[src/rtl/pipe_reg.sv]
// Elastic DEPTH-stage pipeline register with valid/ready handshake, flush and occupancy count.
// Optional per-stage parity bit when PIPE_REG_PARITY_EN is defined.
module pipe_reg #(
  parameter int WIDTH = 32,
  parameter int DEPTH = 2
) (
  input  logic                       clk,
  input  logic                       rst,
  input  logic                       flush,
  input  logic                       in_valid,
  input  logic [WIDTH-1:0]           in_data,
  output logic                       in_ready,
  output logic                       out_valid,
  output logic [WIDTH-1:0]           out_data,
  input  logic                       out_ready,
  output logic [$clog2(DEPTH+1)-1:0] count,
  input  logic                       err_inj,
  output logic                       out_perr
);

  localparam int CW = $clog2(DEPTH+1);

  logic [DEPTH-1:0] v_reg;
  logic [WIDTH-1:0] d_reg [DEPTH];
  logic [CW-1:0]    count_reg;

  logic [DEPTH-1:0] adv;
  logic [DEPTH-1:0] src_v;
  logic [WIDTH-1:0] src_d [DEPTH];
  logic             accept;
  logic             deliver;

  // A stage may advance if it is empty or everything downstream of it moves.
  always_comb begin
    adv = '0;
    adv[DEPTH-1] = !v_reg[DEPTH-1] | out_ready;
    for (int i = DEPTH-2; i >= 0; i--) begin
      adv[i] = !v_reg[i] | adv[i+1];
    end
  end

  assign in_ready = adv[0] & !flush;
  assign accept   = in_valid & in_ready;
  assign deliver  = v_reg[DEPTH-1] & out_ready;

  genvar gi;
  generate
    for (gi = 0; gi < DEPTH; gi++) begin : g_src
      if (gi == 0) begin : g_first
        assign src_v[gi] = accept;
        assign src_d[gi] = in_data;
      end else begin : g_chain
        assign src_v[gi] = v_reg[gi-1];
        assign src_d[gi] = d_reg[gi-1];
      end
    end
  endgenerate

  always_ff @(posedge clk) begin
    if (rst) begin
      v_reg     <= '0;
      count_reg <= '0;
      for (int i = 0; i < DEPTH; i++) begin
        d_reg[i] <= '0;
      end
    end else if (flush) begin
      v_reg     <= '0;
      count_reg <= '0;
    end else begin
      for (int i = 0; i < DEPTH; i++) begin
        if (adv[i]) begin
          v_reg[i] <= src_v[i];
          if (src_v[i]) begin
            d_reg[i] <= src_d[i];
          end
        end
      end
      case ({accept, deliver})
        2'b10:   count_reg <= count_reg + 1'b1;
        2'b01:   count_reg <= count_reg - 1'b1;
        default: count_reg <= count_reg;
      endcase
    end
  end

  assign out_valid = v_reg[DEPTH-1];
  assign out_data  = d_reg[DEPTH-1];
  assign count     = count_reg;

`ifdef PIPE_REG_PARITY_EN
  logic [DEPTH-1:0] p_reg;
  logic [DEPTH-1:0] src_p;

  generate
    for (gi = 0; gi < DEPTH; gi++) begin : g_psrc
      if (gi == 0) begin : g_first
        assign src_p[gi] = (^in_data) ^ err_inj;
      end else begin : g_chain
        assign src_p[gi] = p_reg[gi-1];
      end
    end
  endgenerate

  // Parity travels with the data word; flush leaves it untouched like the data.
  always_ff @(posedge clk) begin
    if (rst) begin
      p_reg <= '0;
    end else if (!flush) begin
      for (int i = 0; i < DEPTH; i++) begin
        if (adv[i] && src_v[i]) begin
          p_reg[i] <= src_p[i];
        end
      end
    end
  end

  assign out_perr = out_valid & (p_reg[DEPTH-1] != (^out_data));
`else
  logic unused_err_inj;
  assign unused_err_inj = err_inj;
  assign out_perr       = 1'b0;
`endif

endmodule

[config.mk]
export PLATFORM = sky130hd
export DESIGN_NAME = pipe_reg
export DESIGN_NICKNAME = d
export VERILOG_FILES = /design/src/rtl/pipe_reg.sv
export SDC_FILE = /design/constraint.sdc
export NUM_CORES = 1
export LEC_CHECK = 0
export CORE_UTILIZATION = 52
export DETAILED_ROUTE_END_ITERATION = 8
export PLACE_DENSITY = 0.88
export SKIP_CTS_REPAIR_TIMING = 1
export SLEW_MARGIN = 40
export SYNTH_ARGS = -nofsm -noshare
export SYNTH_HDL_FRONTEND = slang
export SYNTH_SLANG_ARGS = --single-unit
export TNS_END_PERCENT = 10
[constraint.sdc]
create_clock -name clk -period 9.35 [get_ports clk]
set_clock_uncertainty 0.2 [all_clocks]
set_input_delay 2.3375 -clock clk [delete_from_list [all_inputs] [get_ports clk]]
set_output_delay 2.3375 -clock clk [all_outputs]
set_load 0.02 [all_outputs]
; After elaboration in Yosys (flattened, before gate mapping)
; Memory sizes are Yosys's and may differ from the RTL's.
; Index checks and enable logic that the tools add are counted.
[word_totals]
reg_bits = 4
mem_count = 1
romBits = 0
elab_cells = 35
latch_bits = 0
ram_bits = 64
out_inout_bits = 37
[memory_table]
columns = name, words, width, rd, rd_clocked_by_memory_dff, write_ports, line_no
row1 = d_reg, 2, 32, 2, 0, 2, 24  ; logic [WIDTH-1:0] d_reg [DEPTH];
[classes]
addsub = 2
div_mod_pow = 0
n_eq_ne = 2
mux = 15
n_shift = 0
n_lt_le_gt_ge = 0
n_bitwise = 7
multipliers = 0
n_reduce_logical = 5
[ops]
columns = operator, n
row1 = $mux 32, 2
row2 = $mux 1, 12
row3 = $or 1x1->1, 4
row4 = $pmux 2 s2, 1
row5 = $and 1x1->1, 3
row6 = $logic_not 1->1, 3
row7 = $add 2x1->2 const B, 1
row8 = $eq 2x1->1 const B, 1
row9 = $eq 2x2->1 const B, 1
row10 = $reduce_bool 2->1, 1
row11 = $reduce_or 2->1, 1
row12 = $sub 2x1->2 const B, 1

; Longest topological paths before layout
[depth]
ltp_word = 11
depth_mapped = 5
ltp_nobuf = 4

; Worst setup path before layout
; No wires, ideal clock.
[synth_timing]
kind = input to output
startpoint = in out_ready
endpoint = out in_ready
n_path_buf = 0
arrival_time_ns = 2.826
slack_ns = 3.987
path_stages = 3
path_cell_list = nor2b_4 -> and2_4 -> nor2_1
[synth_via]
elab_chain_cells = 3
[synth_rtl]
columns = item, line_no
row1 = start: declaration, 15  ; input logic out_ready,
row2 = $or 1x1->1, 36  ; adv[DEPTH-1] = !v_reg[DEPTH-1] | out_ready;
row3 = $or 1x1->1, 38  ; adv[i] = !v_reg[i] | adv[i+1];
row4 = $and 1x1->1, 42  ; assign in_ready = adv[0] & !flush;
row5 = end: declaration, 12  ; output logic in_ready,
; No other way between the ends.

; Worst setup path in the final report
; Same ends and word-level chain as after synthesis.

==> results.txt <==
Outcome: finished clean
I/O Buffers: 72
Largest net degree at the start of global routing: 65
Final setup vio count: 0
Core region area: 5240 µm²
Synth area leader: edfxtp_1
Setup ws final: 2.98 ns
Final hold vios: 0
Ant diodes: 0
Boundary Pins: 75
Final count of pins violating max slew: 0
Placement row count: 26
Gp weighted congestion: 0.740
WP data required: 6.81 ns
Full die area: 5880 µm²
Netlist cell types: 23
GRT Util Overall: 14.1%
Root Buffer Master: clkbuf_8
Syn Std Cell Area: 2900 µm²
Min Tclk post-route: 6.37 ns
Seq/Total Area, Yosys: 69.0%
Crit. End Element: output port
Via count: 1419
Met1 wire length: 1360 µm
DRT Wirelength: 3690 µm
Met3 WL post-DR: 127 µm
Reg area: 2000 µm²
Fill cell count: 366
Number of global-route vias before repair: 1255
Dpl ws: 2.97 ns
Leakage: 1.34 nW
Measured slew at the worst slew-check pin: 0.561 ns
Antenna-violating nets left: 0
Antenna violations before repair: 0
Max clock buf depth: 2
TritonCTS clock tree: done
Fmax achieved: 157 MHz
Final core utilization: 68.9%
Kind of critical path: in2out
Drt first pass iters: 4
Clk_lat worst skew: 0.33 ns
Synth top area cells: edfxtp_1 (66%), and2_1 (14%), buf_4 (8.5%)
Relative max-transition margin: 62.6%
Syn Nets: 233
Routed len/inst: 11.7 µm
Multi-input gate area: 594 µm²
Mean area per synthesized cell: 14.9 µm²
CTS buffer count: 9
Final setup TNS: 0 ns
Top sig layer: met4
CTS Sinks: 68
Cell count after synthesis: 195
Vias/cell: 4.50
Starting Density: 55.4%
Critical Path AT: 3.84 ns
Met2 WL: 2090 µm
Max-cap viol count: 0
Max VDD drop: 104 µV
Min-delay worst type: reg2reg
Clk pin slew, worst setup/hold paths: 0.07 ns
DP HPWL: 2570 µm
Setup repair after global routing missed its margin: no
Post-route design area: 3610 µm²
Dpl cell area: 3410 µm²
Share of layout cells above drive strength 1: 9.39%
Synth top area share: 66.3%
Nets: 279
First-pass GRT wire length: 5920 µm
Yosys warns: 0
CP max FO: 4
Die H: 76.7 µm
#FFs+latches synth: 68
Residual DRC: 0
Global route overflow: 0
DR iter-0 viols: 90
H-Tree Depth: 3
Die W: 76.7 µm
PwrDens: 176 nW/µm²
CP Launch Type: primary input
Synth-to-Final Area Change: 24.4%
Final period utilization: 68.2%
Max reg flops: 64
[cells by family after synthesis]
logic type,count (synthesis),share of synthesized area (%)
XOR/XNOR,1,0.302
buffers and inverters,39,10.9
AO/OA/AOI/OAI,7,1.77
other,1,0.129
flip-flops,68,69.0
multiplexers,1,0.345
AND/OR/NAND/NOR,78,17.6
[through the flow]
stage,std cells,total power [mW],hold WS (ns)
2_1_floorplan,195,0.400,0.297
3_3_place_gp,299,0.421,0.300
3_5_place_dp,299,0.423,0.301
4_1_cts,314,0.642,0.315
5_1_grt,315,0.659,0.336
6_report,315,0.636,0.314
[final cells by class]
| class | count | area share [%] |
|---|---|---|
| clock inverters | 6 | 1.56 |
| flip-flops and latches | 68 | 55.5 |
| clock buffers | 9 | 3.43 |
| repair buffers | 74 | 20.6 |
| multi-input cells | 88 | 16.5 |
| well taps | 70 | 2.43 |
[layer usage]
layer	vias up	GRT usage (%)
li1	721	-
met1	646	13.5
met2	42	25.9
met3	10	2.86
met4	0	11.0
met5	-	0
[cell usage after synthesis]
| cell | count |
|---|---|
| a21o_1 | 1 |
| and2_1 | 64 |
| and2_4 | 1 |
| and3b_1 | 2 |
| buf_4 | 33 |
| buf_6 | 6 |
| conb_1 | 1 |
| dfxtp_1 | 4 |
| edfxtp_1 | 64 |
| mux2i_1 | 1 |
| nand2_1 | 2 |
| nor2_1 | 1 |
| nor2_2 | 1 |
| nor2_8 | 1 |
| nor2b_2 | 1 |
| nor2b_4 | 1 |
| nor3_1 | 3 |
| o21a_1 | 3 |
| o21ai_0 | 1 |
| o21ai_2 | 1 |
| o21bai_1 | 1 |
| or2b_1 | 1 |
| xnor2_1 | 1 |
[cell usage in the layout (no fill, tap or decap), drive strengths merged]
| cell type | n |
|---|---|
| clkdlybuf4s50 | 72 |
| and2 | 65 |
| edfxtp | 64 |
| clkbuf | 9 |
| dfxtp | 4 |
| clkinv | 4 |
| o21a | 3 |
| nor3 | 3 |
| nor2 | 3 |
| nand2 | 2 |
| and3b | 2 |
| nor2b | 2 |
| o21ai | 2 |
| buf | 2 |
| a21o | 1 |
| or2b | 1 |
| o21bai | 1 |
| mux2i | 1 |
| xnor2 | 1 |
| conb | 1 |
| clkinvlp | 1 |
| bufinv | 1 |
[path summary, 6_finish.rpt]
kind,cells past startpoint,start,slack [ns],endpoint
worst min register to register,1,d_reg[0][7]$_SDFFCE_PN0P_,0.31,d_reg[0][39]$_SDFFCE_PN0P_
worst max register to register,4,v_reg[1]$_SDFFE_PP0P_,7.46,d_reg[0][4]$_SDFFCE_PN0P_
worst max-delay path,5,out_ready,2.98,in_ready
worst min-delay path,1,d_reg[0][7]$_SDFFCE_PN0P_,0.31,d_reg[0][39]$_SDFFCE_PN0P_
[worst max-delay path: stages]
cell             delay, ns
clkdlybuf4s50_1       0.55
nor2b_4               0.08
and2_4                0.19
nor2_1                0.08
clkdlybuf4s50_1       0.60
[power by group]
part / switching (mW) / internal, mW
Sequential: 0.00408 / 0.351
Clock: 0.101 / 0.119
Combinational: 0.0279 / 0.0332
Power figures use the tool's default switching activity.
==> variant, RTL diff (config.mk and constraints unchanged) <==
`DEPTH`: 2 -> 4.
--- a/src/rtl/pipe_reg.sv
+++ b/src/rtl/pipe_reg.sv
@@ -2,7 +2,7 @@
 // Optional per-stage parity bit when PIPE_REG_PARITY_EN is defined.
 module pipe_reg #(
   parameter int WIDTH = 32,
-  parameter int DEPTH = 2
+  parameter int DEPTH = 4
 ) (
   input  logic                       clk,
   input  logic                       rst,
Interface: changed (resized count); port bits go from 75 to 76. The function was not compared with the original's and may differ.
==> variant against the original RTL <==
  * Combinational power is 8.7% lower
  * Setup slack worse by 0.18 ns
  * Total power is 120% higher
  * Cell area is 84% higher
  * Critical path type unchanged
  * Area after synthesis is 78% higher
  * Sequential cell count is 67 higher
  * Routed wire length is 84% higher
  * Global-route usage is 0.59 points higher
  * Via count is 72% higher
==> variant: results (changes against the original RTL) <==
vias: 2437  # was 1419
ys_seq_area_frac: 0.7738  # was 0.6903
min_to: "count[2]$_SDFFE_PP0P_"  # was d_reg[0][39]$_SDFFCE_PN0P_
htree_levels: 4  # was 3
leakage_nw: 2.478  # was 1.343 nW
clk_latency_ns: 0.50  # was 0.33 ns
cp_top_family: "buffers and inverters"  # unchanged
dp.cells: 507  # was 299
cts_buffers: 17  # was 9
dpl_cell_area_um2: 6020  # was 3412 um^2
yosysUniqueCellTypes: 29  # was 23
synthMuxAreaShare: 0.001944  # was 0.003451
worst_slew_pin_slew_ns: 0.7405  # was 0.5613 ns
whs_ns: 0.2960  # was 0.3143 ns
holdPathStages: 2  # was 1
grt_use_total: 0.1465  # was 0.1406
via_per_inst: 4.496  # was 4.505
dpl.hpwl_mm: 4.256  # was 2.571 mm
rr_worst_depth: 7  # was 4
synthTopCellsByCount: "129 x and2_1, 128 x edfxtp_1, 10 x clkbuf_2"  # was 64 x and2_1, 64 x edfxtp_1, 33 x buf_4
drive_gt1_frac: 0.1041  # was 0.09388
synth_fp_nets: 357  # was 233
final_nets: 440  # was 279
ir_drop_v: 0.0001687  # was 0.0001039 V
synthTopCellsByArea: "edfxtp_1 75%, and2_1 16%, dfxtp_1 2.7%"  # was edfxtp_1 66%, and2_1 14%, buf_4 8.5%
pre_cts_slack_ns: 2.838  # was 2.974 ns
cp_max_fo: 7  # was 4
post_drt_wl_per_cell_um: 12.54  # was 11.73 um
largest_reg_flops: 128  # was 64
gp_congestion: 0.7020  # was 0.7398
end_kind: "primary output"  # unchanged
status: "finished, final reports clean"  # unchanged
syn_avg_cell_area_um2: 16.24  # was 14.87 um^2
min-delay-start: "count[2]$_SDFFE_PP0P_"  # was d_reg[0][7]$_SDFFCE_PN0P_
io_buffers: 73  # was 72
drt_iter0_markers: 75  # was 90
grt_pass1_vias: 2295  # was 1255
r2r-start: "v_reg[3]$_SDFFE_PP0P_"  # was v_reg[1]$_SDFFE_PP0P_
rrSetupSlack_ns: 6.91  # was 7.46 ns
period_minus_slack_ns: 6.555  # was 6.373 ns
-- variant: cell types whose count changed after synthesis, sizes merged, moves of 3 or more --
cell    unedited run  this run
nor2               3         9
buf               39         5
o21a               3         0
clkbuf             0        10
a21oi              0         3
edfxtp            64       128
inv                0         3
dfxtp              4         7
and2              65       129
-- variant: final cells by class --
type	count	area, um^2
repair buffers	79	779.5
inverters	3	11.26
clock inverters	10	127.6
fillers	594	2789
well taps	129	161.4
flip-flops and latches	135	3984
clock buffers	22	452.9
multi-input cells	164	1110
-- variant: worst register-to-register path, stage by stage (launching register included) --
cell and delay (ns):
dfxtp_1 0.35, and4b_1 0.36, a21o_1 0.26, ha_1 0.24, fa_1 0.39, xnor2_1 0.14
or3_1 0.30, a21oi_1 0.13
-- variant: power breakdown --
part / leakage, nW / switching [mW] / total [mW] / internal (mW)
combinational: 0.793 / 0.0281 / 0.0558 / 0.0277
clock: 0.288 / 0.220 / 0.637 / 0.417
sequential: 1.40 / 0.00665 / 0.695 / 0.689
total: 2.48 / 0.255 / 1.39 / 1.13
-- variant: worst max path at each step --
stage,endpoint,cells after the start,start
after floorplan,d_reg[3][0]$_SDFFCE_PN0P_,2,out_ready
after global routing,in_ready,4,out_ready
after detailed placement,in_ready,4,out_ready
final,in_ready,4,out_ready
after global placement,in_ready,4,out_ready
after CTS,in_ready,4,out_ready
-- variant: routing by layer --
metal,GRT usage,part of all wire,up-vias
li1,-,-,1262
met4,0.07023,0.012,0
met2,0.2256,0.47,66
met3,0.06211,0.050,8
met1,0.1797,0.46,1101
met5,0,0,-
-- variant: logic make-up after synthesis --
| family | after synthesis |
|---|---|
| compound gates | 9 |
| xor+xnor | 2 |
| fa+ha+maj | 2 |
| buf+inv | 18 |
| flops | 135 |
| mux | 1 |
| other cells | 1 |
| simple gates | 149 |
